===== config.mk =====
export PLATFORM = sky130hd
export DESIGN_NAME = pc_sequencer
export DESIGN_NICKNAME = d
export VERILOG_FILES = /design/src/rtl/pc_sequencer.sv
export SDC_FILE = /design/constraint.sdc
export NUM_CORES = 1
export LEC_CHECK = 0
export ABC_CLOCK_PERIOD_IN_PS = 2800
export CAP_MARGIN = 40
export CORE_ASPECT_RATIO = 0.8
export CORE_MARGIN = 2
export CORE_UTILIZATION = 53
export CTS_CLUSTER_SIZE = 12
export DETAILED_ROUTE_END_ITERATION = 10
export PLACE_DENSITY = 0.95
export SETUP_SLACK_MARGIN = 0.4
export SYNTH_ARGS = -nofsm -noshare
export SYNTH_HDL_FRONTEND = slang
export SYNTH_SLANG_ARGS = --single-unit

===== constraint.sdc =====
create_clock -name clk -period 2.8 [get_ports clk]
set_input_delay 0.56 -clock clk [delete_from_list [all_inputs] [get_ports clk]]
set_output_delay 0.56 -clock clk [all_outputs]
set_load 0.02 [all_outputs]

===== src/rtl/pc_sequencer.sv =====
// pc_sequencer: instruction sequencer for the SimpleCPU core.
// Drives the PC next-value input every cycle and strobes IR, ALU and RF write.
//
// Ports:
//   clk      in   1  system clock, rising edge
//   reset    in   1  asynchronous, active-low
//   start    in   1  leave IDLE/HALT
//   stall    in   1  freeze sequencing for this cycle
//   pc       in   4  current program counter
//   instr    in   8  instruction word, [7:4] opcode, [3:0] imm
//   zero     in   1  ALU zero flag, used by JZ in EXEC
//   pc_next  out  4  value the PC loads on the next edge
//   pc_load  out  1  pc_next carries a new target (WB)
//   ir_load  out  1  instruction register load strobe (FETCH)
//   alu_en   out  1  ALU execute strobe (EXEC, ALU ops)
//   reg_we   out  1  register-file write strobe (WB, ALU ops)
//   halted   out  1  in HALT
//   retired  out  8  completed-instruction count, wraps
module pc_sequencer (
    input  logic       clk,
    input  logic       reset,
    input  logic       start,
    input  logic       stall,
    input  logic [3:0] pc,
    input  logic [7:0] instr,
    input  logic       zero,
    output logic [3:0] pc_next,
    output logic       pc_load,
    output logic       ir_load,
    output logic       alu_en,
    output logic       reg_we,
    output logic       halted,
    output logic [7:0] retired
);

    typedef enum logic [2:0] {
        S_IDLE,
        S_FETCH,
        S_DECODE,
        S_EXEC,
        S_WB,
        S_HALT
    } state_t;

    localparam logic [3:0] OP_NOP = 4'h0;
    localparam logic [3:0] OP_JZ  = 4'hC;
    localparam logic [3:0] OP_JR  = 4'hD;
    localparam logic [3:0] OP_JMP = 4'hE;
    localparam logic [3:0] OP_HLT = 4'hF;

    state_t     state;
    state_t     state_nx;
    logic [3:0] pc_base;
    logic [3:0] op;
    logic [3:0] imm;
    logic [3:0] target;
    logic [3:0] target_nx;
    logic       is_alu;
    logic       is_hlt;

    assign is_alu = (op != OP_NOP) && (op < OP_JZ);
    assign is_hlt = (op == OP_HLT);

    // Target is resolved in EXEC so that zero only matters in that cycle.
    // A plain 4-bit add of imm equals adding its sign-extended value mod 16.
    always_comb begin
        target_nx = pc_base + 4'd2;
        case (op)
            OP_JZ:   target_nx = zero ? imm : pc_base + 4'd2;
            OP_JR:   target_nx = pc_base + imm;
            OP_JMP:  target_nx = imm;
            default: target_nx = pc_base + 4'd2;
        endcase
    end

    // State register
    always_ff @(posedge clk or negedge reset) begin
        if (!reset) begin
            state <= S_IDLE;
        end else begin
            state <= state_nx;
        end
    end

    // Next-state logic
    always_comb begin
        state_nx = state;
        if (!stall) begin
            case (state)
                S_IDLE:   if (start) state_nx = S_FETCH;
                S_FETCH:  state_nx = S_DECODE;
                S_DECODE: state_nx = S_EXEC;
                S_EXEC:   state_nx = is_hlt ? S_HALT : S_WB;
                S_WB:     state_nx = S_FETCH;
                S_HALT:   if (start) state_nx = S_FETCH;
                default:  state_nx = S_IDLE;
            endcase
        end
    end

    // Datapath latches and retire counter
    always_ff @(posedge clk or negedge reset) begin
        if (!reset) begin
            pc_base <= 4'h0;
            op      <= 4'h0;
            imm     <= 4'h0;
            target  <= 4'h0;
            retired <= 8'h00;
        end else if (!stall) begin
            case (state)
                S_FETCH: pc_base <= pc;
                S_DECODE: begin
                    op  <= instr[7:4];
                    imm <= instr[3:0];
                end
                S_EXEC: begin
                    target <= target_nx;
                    if (is_hlt) retired <= retired + 8'd1;
                end
                S_WB: retired <= retired + 8'd1;
                default: ;
            endcase
        end
    end

    // Output logic; a stalled cycle suppresses every strobe.
    always_comb begin
        ir_load = 1'b0;
        alu_en  = 1'b0;
        reg_we  = 1'b0;
        pc_load = 1'b0;
        pc_next = pc;
        halted  = (state == S_HALT);
        if (!stall) begin
            case (state)
                S_FETCH: ir_load = 1'b1;
                S_EXEC:  alu_en  = is_alu;
                S_WB: begin
                    pc_load = 1'b1;
                    reg_we  = is_alu;
                    pc_next = target;
                end
                default: ;
            endcase
        end
    end

endmodule


# Word-level counts from Yosys, hierarchy flattened
# Cells that the tools add are included.
# totals
out_inout_bits	17
input_bits	17
ff_bits	27
elab_cells	49
# op_classes
add_sub_neg	3
muxes	17
bitwise_logic	1
n_reduce_logical	10
n_eq_ne	11
n_lt_le_gt_ge	1
# op_table
operator	n
4-bit == test (second input constant)	4
8-bit case mux with 2 select lines	1
3-bit case mux with 5 select lines	1
4-bit two-way mux	3
4-bit case mux with 3 select lines	1
1-bit two-way mux	9
8-bit by 1-bit adder with 8-bit output (second input constant)	1
8-bit two-way mux	1
2-bit AND reduction	4
3-bit by 2-bit == test with 1-bit output (second input constant)	2
3-bit == test (second input constant)	2
4-bit by 2-bit adder with 4-bit output (second input constant)	1
4-bit adder	1
4-bit < comparator (second input constant)	1
4-bit nonzero test	1
3-bit by 1-bit == test with 1-bit output (second input constant)	1
3-bit logical NOT	1
3-bit two-way mux	1
3-bit AND reduction	1
2-bit by 1-bit inequality test with 1-bit output (second input constant)	1
2-bit inequality test (second input constant)	1
2-bit nonzero test	1
2-bit OR reduction	1
1-bit logical AND	1
1-bit inverter	1

# Depth between registers and ports, before layout
# Gate-level depths: netlist (run 1).
# logic_depth
depth_word	4
ltp_mapped	7
depth_no_buf	5

# Worst setup path before layout (run 1)
# No wires, ideal clock.
# synth_timing
path_type	input to output
start	in stall
end	out pc_next[0]
path_buffers	1
cell_stages	3
path_slack_ns	0.608
arrival_time_ns	1.632
required_ns	2.240
path_cell_list	buf_6 -> nor4b_4 -> mux2_2
# synth_via
elab_chain_cells	1
# synth_rtl
item	line_no	text
from (decl)	23	input logic stall,
4-bit two-way mux	134	if (!stall) begin
to (decl)	27	output logic [3:0] pc_next,
# No other way between the ends.

# Worst setup path in the final report (run 1)
# layout_timing
start	in stall
end	out pc_next[2]
# The elaborated chain is that of the path after synthesis.

==> metrics.txt, run 1 <==
outcome finished clean; post-DR wirelength/cell ~17 um; # H-tree levels 1; post-synthesis cell count 124; Critical Path RT 2.24 ns; global-route wire length before repair just under 6000 um; Setup TNS Final 0 ns; switching power just over 0.7 mW; Worst Skew 0.0127 ns; HP Class register to register; fin nets ~190; final setup vio count 0; CP peak stage delay ~0.34 ns; worst-case clock buffer depth 2; worst r2r src state[2]; die width approximately 63 um; num ports 34; largest net degree at the start of global routing 28; switching part of the total power 40.1%; Critical R2R Capture retired[1]; Final Critical Period about 2.4 ns; Post-synth ARST share 100%; Critical Path AT around 1.8 ns; R2R setup slack approximately 0.97 ns; CTS buffer count 3; drt initial violations 43; Reg clk slew, reported paths about 0.14 ns; Worst Setup SP stall; Synth Area per Inst ~12 um2; gr ovfl total 0; Comb pwr share around half; clock latency at the later pin of the worst-skew pair approximately 0.33 ns; TritonCTS Sinks 27; CP endpoint pc_next[2]; slowest CP cell mux2_2; P&R area growth vs syn 27.9%; Layout Cells excl Fill about 200; kind of critical path input port to output port; Final Max Slew Viols 0; RSZ-0062 raised after global routing no; Pleak around 0.83 nW; Synth Register Bits 27; FMAX 424 MHz; Final period util 84.3%; VDD IR-drop max 0.519 mV; Final Util between 70% and 80%; fraction of the yosys area taken by sequential cells 45.5%; Worst Max-Slew Pin Slew 0.502 ns; PortBufs 33; via density per instance roughly 5.6; Reg2Reg Depth 4; slew margin rel. approximately two thirds; CP endpoint kind output port; # diodes 0; crit path cell chain dlygate4sd2_1 > nor4b_4 > buf_4 > mux2_2 > buf_2; Crit Path Max Fanout 5; Post-Syn Nets between 100 and 150; WP buf/inv 3; DRC errors left 0; Max Cap Viol 0; DP Wirelength roughly 2600 um; hold_buf cts 0; via count 1152; Crit path max-delay family buffers and inverters; Row Count 17; initial antenna violation count 0; Power Density approximately 920 nW/um2; Crit path depth 5; total wire length approximately 3400 um; Core Area around 2700 um2; Die Area ~3200 um2; most used flip-flop cell after synthesis dfrtp_1; Reg power frac between 40% and 50%; Startpoint Class input port; Detailed Routing Iterations Pass 1 4; synth warn 0; vias in the first global route roughly 1300; share of layout cells above drive strength 1 between 20 and 30%; CTS tree built; Final Hold Violating Endpoints 0; Clk pwr share roughly a tenth; count of unique library cells instantiated by Yosys 39; Internal 1.05 mW; EDFF count, synth 0; hold_ws 0.488 ns; clock root cell clkbuf_4; post-route ant nets 0; dpl cells about 200; RD Place Congestion 0.785; synthesized cell area between 1000 and 1500 um2; GR Util All Layers between 20% and 30%; Initial Util roughly 55%; Die Y between 50 and 60 um
==> state kept, by name, indices dropped and copies added (netlist names) <==
signal / cells
retired: 8
imm: 4
op: 4
pc_base: 4
target: 4
state: 3
==> kinds of logic after synthesis <==
| kind of cell | synth area share (%) |
|---|---|
| AO/OA/AOI/OAI | 8.26 |
| adder cells (fa/ha/maj) | 5.56 |
| AND/OR/NAND/NOR | 17.5 |
| flip-flops | 45.5 |
| buffers and inverters | 4.05 |
| XOR/XNOR | 5.90 |
| multiplexers | 13.2 |
==> repair_timing <==
item,CTS,global route
endpoints found under the setup margin,8,6
gates resized for setup,25,4
pin swaps,1,1
buffers inserted,4,1
==> synthesized netlist by cell type, types with 2 or more instances <==
cell,instances,area [um2]
dfrtp_1,27,676
mux2_2,16,180
nor2_1,7,26.3
xnor2_1,6,52.6
ha_1,5,62.6
nand2_1,5,18.8
nand3_1,5,25.0
a21oi_1,4,20.0
and3_1,4,25.0
buf_6,4,45.0
xor2_1,4,35.0
nand4_1,3,18.8
a221oi_1,2,17.5
a31oi_1,2,12.5
and2_1,2,12.5
inv_1,2,7.51
nor3_1,2,10.0
o21ai_0,2,10.0
or4_1,2,15.0
==> power groups by stage <==
stage | combinational (mW) | sequential [mW] | clock, mW
after global placement | 0.745 | 0.746 | 0
after CTS | 0.849 | 0.732 | 0.169
after floorplan | 0.601 | 0.697 | 0
after global routing | 0.946 | 0.763 | 0.186
after detailed placement | 0.790 | 0.767 | 0
final | 0.849 | 0.741 | 0.164
==> layer usage <==
metal | share of wire [%] | GRT usage, % | vias to the layer above
met5 | 0 | 0 | -
li1 | - | - | 543
met4 | 2.9 | 10.4 | 0
met1 | 44 | 27.2 | 568
met3 | 3.1 | 4.19 | 12
met2 | 50 | 42.7 | 29
==> worst reg2reg max path, delay by kind of cell, from the launching register on <==
family | cells | cell delay, ns
simple gates | 1 | 0.32
flops | 1 | 0.50
compound gates | 1 | 0.38
mux | 1 | 0.34
buf+inv | 1 | 0.17
==> cells in the final DEF, fill, tap and decap left out, drive strengths merged, types with 4 or more instances in the layout <==
| cell type | netlist | layout |
|---|---|---|
| buf | 5 | 16 |
| a21oi | 4 | 4 |
| dfrtp | 27 | 27 |
| xnor2 | 6 | 6 |
| xor2 | 4 | 4 |
| clkbuf | 0 | 5 |
| clkdlybuf4s50 | 0 | 24 |
| nand3 | 5 | 5 |
| nand2 | 5 | 5 |
| nor2 | 8 | 8 |
| ha | 5 | 5 |
| and3 | 5 | 5 |
| mux2 | 17 | 17 |
==> through the flow <==
stage | cell area (um2) | power [mW] | setup slack [ns]
after floorplan | 1480 | 1.30 | 0.608
after global placement | 1860 | 1.49 | -0.0656
after detailed placement | 1860 | 1.56 | -0.119
after CTS | 1900 | 1.75 | 0.420
after global routing | 1900 | 1.90 | 0.402
final | 1900 | 1.75 | 0.441
==> cell type report <==
cell class	count	area, um2
clock buffer	3	22.5
clock inverter	1	5.00
fill	220	803
inverter	2	7.51
multi-input combinational	90	748
sequential	27	681
tap	38	47.5
timing repair buffer	45	387
==> worst min path at each step <==
stage,startpoint,to,slack (ns),cells after the start
CTS,retired[7],retired[7],0.49,1
floorplan,reset,imm[0],0.26,0
global placement,retired[7],retired[7],0.46,1
detailed placement,retired[7],retired[7],0.47,1
finish,retired[7],retired[7],0.49,1
global route,retired[7],retired[7],0.52,1
No activity file was read; power rests on OpenSTA's default activity.
==> inputs of run 2 (changes only) <==
--- a/config.mk
+++ b/config.mk
@@ -5,14 +5,14 @@
 export SDC_FILE = /design/constraint.sdc
 export NUM_CORES = 1
 export LEC_CHECK = 0
-export ABC_CLOCK_PERIOD_IN_PS = 2800
+export ABC_CLOCK_PERIOD_IN_PS = 1920
 export CAP_MARGIN = 40
 export CORE_ASPECT_RATIO = 0.8
 export CORE_MARGIN = 2
-export CORE_UTILIZATION = 53
+export CORE_UTILIZATION = 45
 export CTS_CLUSTER_SIZE = 12
 export DETAILED_ROUTE_END_ITERATION = 10
-export PLACE_DENSITY = 0.95
+export PLACE_DENSITY = 0.87
 export SETUP_SLACK_MARGIN = 0.4
 export SYNTH_ARGS = -nofsm -noshare
 export SYNTH_HDL_FRONTEND = slang
==> constraint.sdc (replaced) <==
create_clock -name clk -period 1.92 [get_ports clk]
set_input_delay 0.384 -clock clk [delete_from_list [all_inputs] [get_ports clk]]
set_output_delay 0.384 -clock clk [all_outputs]
set_load 0.02 [all_outputs]
==> run 2 against run 1 <==
Compared with the run above:
- hold slack got worse by 0.013 ns
- cell area grew 21%
- sequential share of layout area down 6.4 points
- combinational power up 120%
- non-clock buffer count rose by 19
- largest power group unchanged
- first-iteration DRC count rose by 58%
- total power increased by 83%
- via count increased by 10%
- the run now ends with setup timing left
- sequential power increased by 40%
- register-to-register slack got worse by 0.84 ns
- flip-flop and latch count stayed put
==> metrics.txt, run 2 (synthesis results as in run 1) <==
final setup vio count 6 (+6); most frequent cells in the layout dfrtp_1, buf_4, buf_6; Startpoint Class register; Max Cap Viol 0 (unchanged); Final Util 74.0% (+3.7 points); Power Density 1400 nW/um2 (+51%); post-route ant nets 0 (unchanged); gr ovfl total 0 (unchanged); Die Y 55.4 um (+7.9%); Final Hold Violating Endpoints 0 (unchanged); Reg2Reg Depth 8 (+4); Die Area 3780 um2 (+16%); Critical Path AT 1.61 ns (-0.19 ns); post-DR wirelength/cell 17.5 um (+6.1%); Post-DP Area 1960 um2 (+5.1%); Row Count 18 (+1); Pleak 1.05 nW (+26%); via count 1271 (+10%); worst r2r src state[1]; Crit path max-delay family flip-flops; CP peak stage delay 0.44 ns (+0.10 ns); Tot Pwr 3.21 mW (+83%); CTS buffer count 3 (unchanged); # H-tree levels 1 (unchanged); Layout Cells excl Fill 227 (+10%); via density per instance 5.60 (+0.12%); Critical R2R Capture retired[5]; FMAX roughly 500 MHz; P&R area growth vs syn 54.9%; TritonCTS Sinks 27 (unchanged); Final Max Slew Viols 0 (unchanged); Hold Path Origin retired[7]; Final period util 104%; Worst Skew 0.00875 ns (-0.00395 ns); Critical Path RT 1.54 ns (-0.70 ns); dpl cells 208 (+5.6%); fin nets 211 (+9.9%); CP endpoint kind output port; Most Frequent Cell on Critical Path buf_6; clock latency at the later pin of the worst-skew pair 0.28 ns (-0.05 ns); clock root cell clkbuf_8; Fillers 216 (-1.8%); largest net degree at the start of global routing 28 (unchanged); total wire length 3980 um (+17%); RD Place Congestion 0.900 (+15%); Crit Path Max Fanout 5 (unchanged); DRC errors left 0 (unchanged); outcome finished with violations; share of layout cells above drive strength 1 46.0% (+17 points); Hold Path End retired[7]; kind of critical path register to output port; global-route wire length before repair 6280 um (+8.7%); CTS tree built; RSZ-0062 raised after global routing yes; leading cell type in the layout, fill and taps excluded dfrtp_1; drt initial violations 68 (+58%); Initial Util 47.7% (-7.2 points); num ports 34 (unchanged); Reg clk slew, reported paths 0.09 ns (-0.05 ns); most flop-heavy register retired; failing checks setup timing; R2R setup slack 0.13 ns (-0.84 ns); WP buf/inv 2 (-1); GR Util All Layers 21.9% (-1.6 points); Core Area 3110 um2 (+15%); Worst Max-Slew Pin Slew 0.426 ns (-0.0756 ns); slew margin rel. 71.6% (+5.3 points); Setup TNS Final -0.350 ns (-0.350 ns); Detailed Routing Iterations Pass 1 4 (unchanged); VDD IR-drop max 0.711 mV (+37%); initial antenna violation count 0 (unchanged); vias in the first global route 1265 (-0.71%); worst-case clock buffer depth 2 (unchanged); Hold Path Cell Cnt 1 (unchanged); Final WS setup -0.0786 ns (-0.519 ns); die width 68.2 um (+8.0%); # diodes 0 (unchanged); hold_buf cts 0 (unchanged); DP Wirelength 2540 um (-1.9%); PortBufs 33 (unchanged); crit path cell chain nor4b_4 > buf_6 > mux2_4 > buf_6; slowest CP cell dfrtp_2; HP Class register to register; Final Critical Period 2.00 ns; max reg flops 8 (unchanged); Final Cell Area 2300 um2 (+21%)
run 2: through the flow:
stage | setup WS (ns) | hold slack (ns)
finish | -0.0786 | 0.475
global route | -0.133 | 0.488
CTS | -0.0702 | 0.475
detailed placement | -0.612 | 0.467
global placement | -0.572 | 0.458
floorplan | 0.0536 | 0.0884
run 2: how the worst max path moves through the flow:
stage / start / endpoint / slack [ns] / cells after the start
finish: state[1] / pc_next[0] / -0.08 / 4
global route: state[1] / pc_next[0] / -0.13 / 4
CTS: state[1] / pc_next[0] / -0.07 / 4
detailed placement: stall / pc_next[0] / -0.61 / 5
global placement: stall / pc_next[1] / -0.57 / 5
floorplan: state[0] / pc_next[0] / 0.05 / 3
run 2: timing repair:
action | 4_1_cts | 5_1_grt
setup endpoints to repair | 40 | 37
pin swaps | 9 | 7
buffers inserted | 11 | 4
gates resized for setup | 95 | 10
endpoints found under the hold margin | 0 | 0
run 2: metal layers:
metal	global-route usage, %	share of wire, %
met1	31.1	45
met2	33.0	48
met3	6.52	5.3
met4	4.29	1.2
met5	0	0
run 2: layout make-up:
class	count	area [um2]	share of cell area, %
inverters	2	10.0	0.435
well taps	40	50.0	2.18
clock buffers	4	45.0	1.96
multi-input cells	90	905	39.4
repair buffers	64	612	26.6
flip-flops and latches	27	677	29.5
run 2: worst register-to-register path, delay by kind of cell (launching register included):
family,cells,cell delay [ns]
compound gates,1,0.23
xor+xnor,1,0.15
buf+inv,4,0.50
flops,1,0.41
simple gates,2,0.38
run 2: power breakdown:
part / switching, mW / internal, mW / total (mW)
clock network: 0.178 / 0.149 / 0.327
logic: 0.826 / 1.02 / 1.84
registers: 0.239 / 0.800 / 1.04
